## config.mk

```make
export PLATFORM = sky130hd
export DESIGN_NAME = cache_miss_scheduler_flat
export DESIGN_NICKNAME = d
export VERILOG_FILES = /design/src/rtl/cache_miss_scheduler_pkg.sv /design/src/rtl/cache_miss_scheduler_if.sv /design/src/rtl/cache_miss_scheduler_arb.sv /design/src/rtl/cache_miss_scheduler.sv /design/src/flat_wrapper.sv
export SDC_FILE = /design/constraint.sdc
export NUM_CORES = 1
export LEC_CHECK = 0
export CORE_UTILIZATION = 42
export DETAILED_ROUTE_END_ITERATION = 8
export PLACE_DENSITY = 0.87
export SETUP_SLACK_MARGIN = 0.5
export SYNTH_ARGS = -nofsm -noshare
export SYNTH_HDL_FRONTEND = slang
export SYNTH_HIERARCHICAL = 1
export SYNTH_SLANG_ARGS = --single-unit
```

## constraint.sdc

```tcl
create_clock -name clk -period 5 [get_ports clk]
set_input_delay 1 -clock clk [delete_from_list [all_inputs] [get_ports clk]]
set_output_delay 1 -clock clk [all_outputs]
set_load 0.01 [all_outputs]
```

## src/rtl/cache_miss_scheduler_pkg.sv

```systemverilog
// ============================================================================
// cache_pkg
// Purpose : Shared definitions for the cache miss scheduler slice: the FSM
//           state encoding, the requester port IDs, counter widths and a
//           saturating-increment helper for the optional statistics block.
// Ports   : none (package)
// ============================================================================
package cache_pkg;

    // Scheduler FSM states
    typedef enum logic [2:0] {
        IDLE     = 3'd0,
        LOOKUP   = 3'd1,
        MEM_WAIT = 3'd2,
        FILL     = 3'd3,
        WRITE    = 3'd4,
        RESP     = 3'd5
    } state_t;

    // Requester port identifiers
    localparam logic PORT_I = 1'b0;
    localparam logic PORT_D = 1'b1;

    // Width of the statistics counters
    localparam int STATS_WIDTH = 16;

    // Width of the main-memory latency down-counter (latency 1..15)
    localparam int LAT_CNT_WIDTH = 4;

    // Increment that sticks at all-ones instead of wrapping
    function automatic logic [STATS_WIDTH-1:0] satInc(input logic [STATS_WIDTH-1:0] value);
        return (&value) ? value : value + 1'b1;
    endfunction

endpackage

```

## src/rtl/cache_miss_scheduler_if.sv

```systemverilog
// ============================================================================
// cache_miss_scheduler_if
// Purpose : Requester-side bundle of the cache miss scheduler: the L1I miss
//           port, the L1D miss/write port, the per-port completion pulses
//           and the shared read-data bus.
// Signals : i_req/i_addr            L1I read request
//           d_req/d_we/d_addr/d_wdata L1D read or write request
//           i_ready/d_ready         one-cycle completion pulses
//           rdata                   data of the last completed read
// Modports: master = requesters (L1 caches), slave = scheduler
// ============================================================================
interface cache_miss_scheduler_if #(
    parameter int DATA_WIDTH = 32,
    parameter int ADDR_WIDTH = 8
);
    logic                  i_req;
    logic [ADDR_WIDTH-1:0] i_addr;
    logic                  d_req;
    logic                  d_we;
    logic [ADDR_WIDTH-1:0] d_addr;
    logic [DATA_WIDTH-1:0] d_wdata;
    logic                  i_ready;
    logic                  d_ready;
    logic [DATA_WIDTH-1:0] rdata;

    modport master (
        output i_req, i_addr, d_req, d_we, d_addr, d_wdata,
        input  i_ready, d_ready, rdata
    );

    modport slave (
        input  i_req, i_addr, d_req, d_we, d_addr, d_wdata,
        output i_ready, d_ready, rdata
    );
endinterface

```

## src/rtl/cache_miss_scheduler_arb.sv

```systemverilog
// ============================================================================
// rr_arbiter2
// Purpose : Two-way round-robin arbiter between the I and D requesters.
//           A sole requester always wins; on a tie the port that was not
//           granted last wins. The pointer only moves when a grant is taken.
// Ports   : clk, rst        clock, synchronous active-high reset
//           i_reqI, i_reqD  request lines
//           i_grantEn       scheduler is able to accept a grant this cycle
//           o_grantValid    at least one request present
//           o_grantPort     winning port (PORT_I / PORT_D)
// ============================================================================
module rr_arbiter2
    import cache_pkg::*;
(
    input  logic clk,
    input  logic rst,
    input  logic i_reqI,
    input  logic i_reqD,
    input  logic i_grantEn,
    output logic o_grantValid,
    output logic o_grantPort
);

    logic r_lastPort;
    logic w_pickD;

    // D wins when it is alone, or on a tie when I was granted last
    always_comb begin
        o_grantValid = i_reqI | i_reqD;
        w_pickD      = i_reqD & (~i_reqI | (r_lastPort == PORT_I));
        o_grantPort  = w_pickD ? PORT_D : PORT_I;
    end

    // Reset value PORT_D makes I the winner of the first tie
    always_ff @(posedge clk) begin
        if (rst) begin
            r_lastPort <= PORT_D;
        end else if (i_grantEn && o_grantValid) begin
            r_lastPort <= o_grantPort;
        end
    end

endmodule

```

## src/rtl/cache_miss_scheduler.sv

```systemverilog
// ============================================================================
// cache_miss_scheduler
// Purpose : Serialises L1I and L1D misses onto a shared L2 + main memory.
//           Reads probe L2 (one cycle); on a miss main memory is read for
//           MEM_LATENCY cycles and the line is filled into L2. D writes are
//           written through to L2 and main memory in the same cycle.
// Ports   : clk, rst                  clock, synchronous active-high reset
//           report                    statistics dump request
//           bus (slave)               requester handshake bundle
//           l2_hit, l2_rdata          L2 lookup result
//           l2_addr/l2_we/l2_wdata    L2 address and write port
//           mm_rdata                  main-memory read data
//           mm_addr/mm_we/mm_wdata    main-memory address and write port
//           busy                      transaction in progress
//           grant_d                   current owner is the D port
// Config  : CACHE_SCHED_STATS_EN adds saturating hit/miss/grant counters
//           and prints them on a rising edge of report.
// ============================================================================
module cache_miss_scheduler
    import cache_pkg::*;
#(
    parameter int DATA_WIDTH  = 32,
    parameter int ADDR_WIDTH  = 8,
    parameter int MEM_LATENCY = 4
) (
    input  logic                    clk,
    input  logic                    rst,
    input  logic                    report,
    cache_miss_scheduler_if.slave   bus,
    input  logic                    l2_hit,
    input  logic [DATA_WIDTH-1:0]   l2_rdata,
    output logic [ADDR_WIDTH-1:0]   l2_addr,
    output logic                    l2_we,
    output logic [DATA_WIDTH-1:0]   l2_wdata,
    input  logic [DATA_WIDTH-1:0]   mm_rdata,
    output logic [ADDR_WIDTH-1:0]   mm_addr,
    output logic                    mm_we,
    output logic [DATA_WIDTH-1:0]   mm_wdata,
    output logic                    busy,
    output logic                    grant_d
);

    state_t                    r_state;
    state_t                    w_nextState;
    logic                      r_owner;
    logic [ADDR_WIDTH-1:0]     r_addr;
    logic [DATA_WIDTH-1:0]     r_wdata;
    logic [DATA_WIDTH-1:0]     r_data;
    logic [LAT_CNT_WIDTH-1:0]  r_count;
    logic                      w_grantValid;
    logic                      w_grantPort;
    logic                      w_lastWait;

    rr_arbiter2 u_arb (
        .clk          (clk),
        .rst          (rst),
        .i_reqI       (bus.i_req),
        .i_reqD       (bus.d_req),
        .i_grantEn    (r_state == IDLE),
        .o_grantValid (w_grantValid),
        .o_grantPort  (w_grantPort)
    );

    assign w_lastWait = (r_count == LAT_CNT_WIDTH'(1));

    // State register plus the transaction context captured along the way
    always_ff @(posedge clk) begin
        if (rst) begin
            r_state <= IDLE;
            r_owner <= PORT_I;
            r_addr  <= '0;
            r_wdata <= '0;
            r_data  <= '0;
            r_count <= '0;
        end else begin
            r_state <= w_nextState;
            case (r_state)
                IDLE: begin
                    if (w_grantValid) begin
                        r_owner <= w_grantPort;
                        r_addr  <= (w_grantPort == PORT_D) ? bus.d_addr : bus.i_addr;
                        r_wdata <= bus.d_wdata;
                    end
                end
                LOOKUP: begin
                    if (l2_hit) begin
                        r_data <= l2_rdata;
                    end else begin
                        r_count <= LAT_CNT_WIDTH'(MEM_LATENCY);
                    end
                end
                MEM_WAIT: begin
                    r_count <= r_count - 1'b1;
                    if (w_lastWait) begin
                        r_data <= mm_rdata;
                    end
                end
                default: begin
                end
            endcase
        end
    end

    // Next-state decode; memory-side outputs are zero except in the
    // states that actually use them
    always_comb begin
        w_nextState = r_state;
        l2_addr     = '0;
        l2_we       = 1'b0;
        l2_wdata    = '0;
        mm_addr     = '0;
        mm_we       = 1'b0;
        mm_wdata    = '0;
        bus.i_ready = 1'b0;
        bus.d_ready = 1'b0;
        case (r_state)
            IDLE: begin
                if (w_grantValid) begin
                    w_nextState = ((w_grantPort == PORT_D) && bus.d_we) ? WRITE : LOOKUP;
                end
            end
            LOOKUP: begin
                l2_addr     = r_addr;
                w_nextState = l2_hit ? RESP : MEM_WAIT;
            end
            MEM_WAIT: begin
                mm_addr = r_addr;
                if (w_lastWait) begin
                    w_nextState = FILL;
                end
            end
            FILL: begin
                l2_we       = 1'b1;
                l2_addr     = r_addr;
                l2_wdata    = r_data;
                w_nextState = RESP;
            end
            WRITE: begin
                l2_we       = 1'b1;
                mm_we       = 1'b1;
                l2_addr     = r_addr;
                mm_addr     = r_addr;
                l2_wdata    = r_wdata;
                mm_wdata    = r_wdata;
                w_nextState = RESP;
            end
            RESP: begin
                bus.i_ready = (r_owner == PORT_I);
                bus.d_ready = (r_owner == PORT_D);
                w_nextState = IDLE;
            end
            default: begin
                w_nextState = IDLE;
            end
        endcase
    end

    assign bus.rdata = r_data;
    assign busy      = (r_state != IDLE);
    assign grant_d   = r_owner;

`ifdef CACHE_SCHED_STATS_EN
    logic [STATS_WIDTH-1:0] r_l2Hits;
    logic [STATS_WIDTH-1:0] r_l2Misses;
    logic [STATS_WIDTH-1:0] r_iGrants;
    logic [STATS_WIDTH-1:0] r_dGrants;
    logic                   r_reportQ;

    // Event counters; the dump fires once per rising edge of report
    always_ff @(posedge clk) begin
        if (rst) begin
            r_l2Hits   <= '0;
            r_l2Misses <= '0;
            r_iGrants  <= '0;
            r_dGrants  <= '0;
            r_reportQ  <= 1'b0;
        end else begin
            r_reportQ <= report;
            if (r_state == LOOKUP) begin
                if (l2_hit) r_l2Hits   <= satInc(r_l2Hits);
                else        r_l2Misses <= satInc(r_l2Misses);
            end
            if ((r_state == IDLE) && w_grantValid) begin
                if (w_grantPort == PORT_D) r_dGrants <= satInc(r_dGrants);
                else                       r_iGrants <= satInc(r_iGrants);
            end
            if (report && !r_reportQ) begin
                $display("cache_miss_scheduler stats: l2_hits=%0d l2_misses=%0d i_grants=%0d d_grants=%0d",
                         r_l2Hits, r_l2Misses, r_iGrants, r_dGrants);
            end
        end
    end
`else
    logic w_unusedReport;
    assign w_unusedReport = report;
`endif

endmodule
```

## src/flat_wrapper.sv

```systemverilog
// flat-port wrapper written by rule: the top's interface ports become plain ports
module cache_miss_scheduler_flat import cache_pkg::*;
#(
    parameter int DATA_WIDTH  = 32,
    parameter int ADDR_WIDTH  = 8,
    parameter int MEM_LATENCY = 4
)
  (clk, rst, report, l2_hit, l2_rdata, l2_addr, l2_we, l2_wdata, mm_rdata, mm_addr, mm_we, mm_wdata, busy, grant_d, bus_i_req, bus_i_addr, bus_d_req, bus_d_we, bus_d_addr, bus_d_wdata, bus_i_ready, bus_d_ready, bus_rdata);
  cache_miss_scheduler_if #(.DATA_WIDTH(DATA_WIDTH), .ADDR_WIDTH(ADDR_WIDTH)) bus_i ();
  input  logic clk;
  input  logic rst;
  input  logic report;
  input  logic l2_hit;
  input  logic [DATA_WIDTH-1:0] l2_rdata;
  output logic [ADDR_WIDTH-1:0] l2_addr;
  output logic l2_we;
  output logic [DATA_WIDTH-1:0] l2_wdata;
  input  logic [DATA_WIDTH-1:0] mm_rdata;
  output logic [ADDR_WIDTH-1:0] mm_addr;
  output logic mm_we;
  output logic [DATA_WIDTH-1:0] mm_wdata;
  output logic busy;
  output logic grant_d;
  input wire logic [$bits(bus_i.i_req)-1:0] bus_i_req;
  input wire logic [$bits(bus_i.i_addr)-1:0] bus_i_addr;
  input wire logic [$bits(bus_i.d_req)-1:0] bus_d_req;
  input wire logic [$bits(bus_i.d_we)-1:0] bus_d_we;
  input wire logic [$bits(bus_i.d_addr)-1:0] bus_d_addr;
  input wire logic [$bits(bus_i.d_wdata)-1:0] bus_d_wdata;
  output wire logic [$bits(bus_i.i_ready)-1:0] bus_i_ready;
  output wire logic [$bits(bus_i.d_ready)-1:0] bus_d_ready;
  output wire logic [$bits(bus_i.rdata)-1:0] bus_rdata;
  assign bus_i.i_req = bus_i_req;
  assign bus_i.i_addr = bus_i_addr;
  assign bus_i.d_req = bus_d_req;
  assign bus_i.d_we = bus_d_we;
  assign bus_i.d_addr = bus_d_addr;
  assign bus_i.d_wdata = bus_d_wdata;
  assign bus_i_ready = bus_i.i_ready;
  assign bus_d_ready = bus_i.d_ready;
  assign bus_rdata = bus_i.rdata;
  cache_miss_scheduler #(.DATA_WIDTH(DATA_WIDTH), .ADDR_WIDTH(ADDR_WIDTH), .MEM_LATENCY(MEM_LATENCY)) u_core (.clk(clk), .rst(rst), .report(report), .bus(bus_i), .l2_hit(l2_hit), .l2_rdata(l2_rdata), .l2_addr(l2_addr), .l2_we(l2_we), .l2_wdata(l2_wdata), .mm_rdata(mm_rdata), .mm_addr(mm_addr), .mm_we(mm_we), .mm_wdata(mm_wdata), .busy(busy), .grant_d(grant_d));
endmodule
```

# ---- Yosys cells after proc, flatten, opt, wreduce, memory -nomap -nowiden
# Cells that the tools add are included.
dict set report word_totals {
  latch_bits 0
  reg_bits 81
  elab_cells 56
  memories 0
  rom_bits 0
  ramBits 0
}
dict set report op_classes {
  eq_ne 10
  shifts 0
  reduce_logical 12
  div_mod_pow 0
  order_cmp 0
  add_sub_neg 1
  n_mux 20
  n_bitwise 6
  n_mul 0
}
# operator n
set ops {}
lappend ops {{$pmux 32 s2} 2}
lappend ops {{$mux 32} 3}
lappend ops {{$mux 8} 3}
lappend ops {{$mux 3} 4}
lappend ops {{$pmux 3 s4} 1}
lappend ops {{$pmux 4 s2} 1}
lappend ops {{$eq 3x2->1 const B} 2}
lappend ops {{$eq 3x3->1 const B} 2}
lappend ops {{$reduce_and 2->1} 3}
lappend ops {{$mux 1} 5}
lappend ops {{$eq 4x1->1 const B} 1}
lappend ops {{$mux 4} 1}
lappend ops {{$ne 2x1->1 const B} 2}
lappend ops {{$ne 2x2->1 const B} 2}
lappend ops {{$reduce_or 2->1} 2}
lappend ops {{$sub 4x1->4 const B} 1}
lappend ops {{$eq 3x1->1 const B} 1}
lappend ops {{$logic_not 3->1} 1}
lappend ops {{$not 1->1} 3}
lappend ops {{$reduce_and 3->1} 1}
lappend ops {{$reduce_bool 3->1} 1}
lappend ops {{$reduce_or 3->1} 1}
lappend ops {{$logic_and 1x1->1} 2}
lappend ops {{$or 1x1->1} 2}
lappend ops {{other kinds (2)} 2}

# ---- Logic depth before layout (Yosys ltp)
# Gate-level depths: netlist of run 1.
dict set report depth {
  depth_word 8
  ltp_mapped 6
}

# ---- Cells and area by module
# Netlist of run 1, hierarchy kept.
# mod cells_per_inst seq_area_each_um2 area_each_um2 instances
set modules_own_cells {}
lappend modules_own_cells {cache_miss_scheduler 474 1601.5 4126.5 1}
lappend modules_own_cells {rr_arbiter2 6 20.0 56.3 1}

# ---- Worst setup path before layout of run 1
# No wires, ideal clock.
dict set report synth_path {
  path_type {reg-to-output}
  start {reg u_core.r_state[0]}
  end {out l2_wdata[0]}
  path_slack_ns 2.596
  path_buffers 2
  t_arrival_ns 1.404
  stages_incl_launch_ff 6
  required_time_ns 4.000
  path_cell_list {dfxtp_1 buf_2 nor3b_2 clkbuf_1 and2_1 a21o_1}
}
dict set report synth_between {
  elab_chain_cells 2
}
# item line
set synth_lines {}
lappend synth_lines {{from (decl)} cache_miss_scheduler.sv:43} ;# state_t r_state;
lappend synth_lines {{from (signal assigned)} cache_miss_scheduler.sv:76} ;# r_state <= w_nextState;
lappend synth_lines {{$eq 3x3->1 or $eq 3x2->1 (tied branches)} cache_miss_scheduler.sv:116} ;# case (r_state)
lappend synth_lines {{$pmux 32 s2 *} cache_miss_scheduler.sv:116}
lappend synth_lines {{to (decl)} flat_wrapper.sv:17} ;# output logic [DATA_WIDTH-1:0] l2_wdata;
# Every way passes the cells marked *; elsewhere a longest branch is shown, timed or not.

# ---- Worst setup path in the final report of run 1
dict set report layout_path {
  start {reg u_core.r_state[0]}
  end {out l2_wdata[25]}
}
# The elaborated chain is that of the path after synthesis.

==> reports/metrics.cfg, run 1 <==
[run_status]
status=finished, final reports clean

[sta]
setup_tns_ps=0
min_period_over_period_pct=78.27
hold_viol_final=0
slew_viol_final=0
worst_slew_pin_slew_ps=1219
finalSetupViolations=0
rsz0062_at_grt=no
period_minus_slack_ps=3913
maxSlewHeadroom_pct=18.70
clock.fmax_mhz=255.5
worst_clock_skew_ps=10.27

[detailed_routing]
vias=4363
drtIter0Drc=138
drc=0
dr.pass1.iters=8
viasPerCell=5.269
final_antenna_net_count=0
wl_per_cell_um=16.69
wl_um=13820

[clocking]
cts_max_level=3
cts_buffers=9
cts.sinks=81
cts_setup_buffers=0
cts_root_buffer=clkbuf_8
hold_buffers=0
cts_buffer_depth=2
cts_resized=0
worstSkewPairLatency_ps=330
cts_tree=done
clk_pin_slew_worst_paths_ps=80

[cells_and_area]
nets=811
n_antenna_cell=0
final_common_cell=clkdlybuf4s50_1
stdcell_area_um2=6823
layout-area-overhead-vs-synth_pct=63.12
seqCellArea_um2=1622
multi_input_area_um2=2391
drive_gt1_share_pct=8.058
nFillCells=757
mostFrequentLayoutCells=234 x clkdlybuf4s50_1, 81 x dfxtp_1, 67 x nand2_1

[critical_path]
cp.required_ps=4000
r2r_end=u_core/bus.rdata[16]
critPathCaptureType=output pin
r2r-start=u_core/r_state[1]
path_max_fanout=18
rrSetupSlack_ps=2090
crit_arrival_ps=2910
cp-start-kind=flop
worst-r2r-cell-count=4
critPathKind=flop to output pin

[die]
coreArea_um2=9729
die_x_um=101.8
start_util_pct=42.99
dieArea_um2=10360
io_pins=237
die_h_um=101.8
rows=36

[synthesis]
synth.largest_area_cell=dfxtp_1
yosysSeqAreaShare_pct=38.77
synth_fp_nets=601
avgSynthCellArea_um2=8.714
syn_inst=480
synth_area_um2=4183
synthTopCellsByArea=dfxtp_1 39%, mux2i_1 9.8%, a221oi_2 7.2%
netlist.area_leader.share_pct=38.77
yosysUniqueCellTypes=41
ys_ff_latch=81
synth_warnings=6

[global_route]
grt_remaining_overflow=0
antenna_found_initial=0
grt_pass1_wl_um=20720
grt_pass1_vias=4271
grt_max_degree=82
track_usage_pct=25.89

[pwr]
peakVddDrop_mv=0.1317
p_per_area_nw_per_um2=312.6
power_leakage_uw=0.002692
p_total_uw=2133

[min_path]
worstHoldEndpoint=u_core/r_wdata[14]
hold_start=u_core/r_wdata[14]
min_path_type=flop to flop
whs_path_depth=2

[job]
maxCapViolations=0

[placed_design]
io_buffers=235
hpwl_um=10260
placed_area_um2=6608
place.gp.congestion=0.8115

[worst max-delay path by stage]
stage | start | end | slack (ps) | cells after the start
2_1_floorplan | u_core/r_state[0] | l2_wdata[0] | 2600 | 5
5_1_grt | u_core/r_state[2] | l2_wdata[30] | 870 | 5
6_report | u_core/r_state[0] | l2_wdata[25] | 1090 | 4
3_3_place_gp | u_core/r_state[2] | l2_wdata[25] | 1470 | 5
3_5_place_dp | u_core/r_state[2] | l2_wdata[25] | 1430 | 5
4_1_cts | u_core/r_state[2] | l2_wdata[25] | 1060 | 5
[Yosys cell counts]
library cell	instances
inv_1	5
buf_4	1
o21bai_2	1
a221oi_2	20
o21ba_2	1
nor2_1	44
nor3_1	1
buf_6	1
a31o_2	1
o211ai_1	2
nor3b_2	2
xnor2_1	1
o31ai_1	1
and3_1	3
mux2i_1	41
nor2b_1	10
or4_1	1
buf_2	11
or4bb_1	1
or3_1	2
a211oi_1	10
nor4b_1	2
a41oi_1	1
ha_1	2
nand2_1	68
or3b_1	1
a21oi_1	38
nor4bb_1	1
o21ai_0	1
dfxtp_1	81
a21o_1	33
or4b_1	1
clkbuf_1	31
nor3b_1	1
and2_1	40
a21boi_0	1
a221oi_1	12
or2_2	3
a311oi_1	1
nand2b_1	1
nor4b_2	1
[metal layers]
metal	vias to the layer above	share of wire, %	wire, um	GRT usage, %
li1	2102	-	-	-
met1	2069	38	5185	28.46
met2	174	52	7229	47.77
met3	18	8.4	1163	6.625
met4	0	1.8	243	9.365
met5	-	0	0	0
[flip-flops by register name, summed over array words and instances (netlist names)]
name / flops
u_core/u_arb/r_lastPort: 1
u_core/grant_d: 1
u_core/bus.rdata: 32
u_core/r_state: 3
u_core/r_wdata: 32
u_core/r_addr: 8
u_core/r_count: 4
[critical path, stage by stage, from the launching register on]
cell,delay (ps)
dfxtp_1,740
and3_1,740
buf_4,370
a21o_1,170
clkdlybuf4s50_1,540
[cell families after synthesis]
kind of cell / after synthesis / synth area share, %
DFF: 81 / 38.77
xor gates and xnor gates: 1 / 0.2094
buffers and inverters: 49 / 4.996
AOI/OAI and AO/OA: 123 / 23.93
and+or+nand+nor: 183 / 21.69
adders and majority gates: 2 / 0.5982
muxes: 41 / 9.811
[layout make-up]
class / instances / area share, %
timing repair buffer: 243 / 35.32
multi-input combinational: 350 / 35.04
sequential: 81 / 23.77
tap: 133 / 2.439
clock buffer: 12 / 2.421
clock inverter: 4 / 0.7335
inverter: 5 / 0.2751
[power breakdown]
group | switching, uW | internal, uW
sequential | 94.6 | 755
combinational | 384 | 398
clock | 231 | 271
[through the flow]
stage          setup WS (ps)  cells  hold WS [ps]  util, %
2_1_floorplan           2596    480         431.7        -
3_3_place_gp            1473    812         437.4    67.91
3_5_place_dp            1431    812         442.2    67.91
4_1_cts                 1057    828         452.8    70.13
5_1_grt                874.5    828         474.2    70.13
6_report                1087    828         451.0    70.13
(Power assumes the default switching activity.)
==> run 2: changes to the inputs <==
CORE_UTILIZATION = 39   (was 42)
PLACE_DENSITY = 0.82   (was 0.87)
clock period = 3.8 ns   (was 5 ns; I/O delays follow)
==> run 2 against run 1 <==
- clock power grew 34%
- first-iteration DRC count grew 12%
- clock skew grew 1.5 ps
- total power grew 33%
- hold slack is essentially flat
- cell area grew 0.48%
- global-route usage shrank 1.1 points
- worst setup slack lost 430 ps
- sequential share of layout area shrank 0.058 points
- critical path type unchanged
- largest cell class unchanged
==> reports/metrics.cfg, run 2 (synthesis gave the netlist of run 1 again) <==
[sta]
period_minus_slack_ps=3142
clock.fmax_mhz=318.3
worst_clock_skew_ps=11.74
worst_slew_pin_slew_ps=973.9
setup_tns_ps=0
hold_viol_final=0
slew_viol_final=0
rsz0062_at_grt=no
maxSlewHeadroom_pct=34.85
finalSetupViolations=0
min_period_over_period_pct=82.68

[global_route]
grt_pass1_wl_um=21780
grt_pass1_vias=4404
grt_remaining_overflow=0
antenna_found_initial=0
grt_max_degree=82
track_usage_pct=24.76

[pwr]
p_per_area_nw_per_um2=412.5
peakVddDrop_mv=0.1871
netSwitchingFraction_pct=32.51
p_total_uw=2828
seqPwrFrac_pct=39.6
internal_power_uw=1909
p_switching_uw=919.4
clockPowerShare_pct=23.8
power_leakage_uw=0.002716
p_comb_share_pct=36.6

[run_status]
status=finished, final reports clean

[clocking]
cts_tree=done
cts.sinks=81
cts_max_level=3
cts_setup_buffers=0
cts_buffers=9
worstSkewPairLatency_ps=340
cts_buffer_depth=2
cts_root_buffer=clkbuf_8
clk_pin_slew_worst_paths_ps=80

[critical_path]
cp-start-kind=flop
critPathCaptureType=output pin
critPathKind=flop to output pin
cp.required_ps=3040
crit_arrival_ps=2380
path_max_fanout=18
worst-r2r-cell-count=4

[placed_design]
hpwl_um=10180
place.gp.congestion=0.7824
dpl.cell_count=819
io_buffers=235
placed_area_um2=6641

[cells_and_area]
mostFrequentLayoutCells=234 x clkdlybuf4s50_1, 78 x dfxtp_1, 67 x nand2_1
drive_gt1_share_pct=8.596
n_antenna_cell=0
final_cells=834
layout-area-overhead-vs-synth_pct=63.89
nFillCells=846
fin_util_pct=66.11
final_common_cell=clkdlybuf4s50_1
nets=815
stdcell_area_um2=6855

[detailed_routing]
vias=4365
final_antenna_net_count=0
drtIter0Drc=155
wl_per_cell_um=16.72
viasPerCell=5.234
dr.pass1.iters=5
drc=0
wl_um=13950

[job]
maxCapViolations=0

[die]
die_x_um=105.6
rows=37
die_h_um=105.6
coreArea_um2=10370
dieArea_um2=11140
start_util_pct=40.34
io_pins=237

[min_path]
min_path_type=flop to flop
whs_path_depth=2

run 2: cell count changes in the layout (fill, tap and decap cells not counted), sizes merged:
cell      before  now
buf            9   13
clkinvlp       2    0
bufinv         1    2
run 2: routing by layer:
metal	vias up	global-route usage, %	share of wire [%]
met5	-	0	0
met3	19	4.762	7.4
met1	2057	28.04	40
li1	2113	-	-
met4	0	8.829	1.6
met2	176	45.91	51
run 2: area by class of cell:
type                    count  area [um2]  area share, %
repair buffers            247        2440          35.59
multi-input cells         350        2391          34.88
flip-flops and latches     81        1625          23.71
well taps                 136       170.2          2.482
clock buffers              12       145.1          2.117
clock inverters             3       65.06         0.9491
inverters                   5       18.77         0.2738
run 2: what timing repair did:
action | CTS | global route
endpoints found under the setup margin | 34 | 0
gates resized for setup | 3 | 0
hold buffers | 0 | 0
run 2: final timing paths:
kind / startpoint / end / slack (ps)
min: u_core/r_wdata[3] / u_core/r_wdata[3] / 450
max reg2reg: u_core/r_state[1] / u_core/bus.rdata[19] / 1500
min reg2reg: u_core/r_wdata[3] / u_core/r_wdata[3] / 450
max: u_core/r_state[0] / l2_wdata[13] / 660
run 2: stage by stage:
step	hold slack, ps	setup WS (ps)
2_1_floorplan	431.7	1636
3_3_place_gp	438.2	800.9
6_report	451.3	658.0
4_1_cts	453.3	649.7
5_1_grt	473.4	514.5
3_5_place_dp	442.6	794.7
run 2: critical path, stage by stage, from the launching register on:
cell	delay, ps
dfxtp_2	560
and3_1	490
buf_4	290
a21o_1	160
clkdlybuf4s50_1	540
run 2: power by group through the flow:
stage               sequential [uW]  clock, uW  combinational (uW)
floorplan                      1110          0                 559
global placement               1130          0                1010
detailed placement             1140          0                1040
CTS                            1120        690                1040
global route                   1140        726                1120
finish                         1120        673                1030
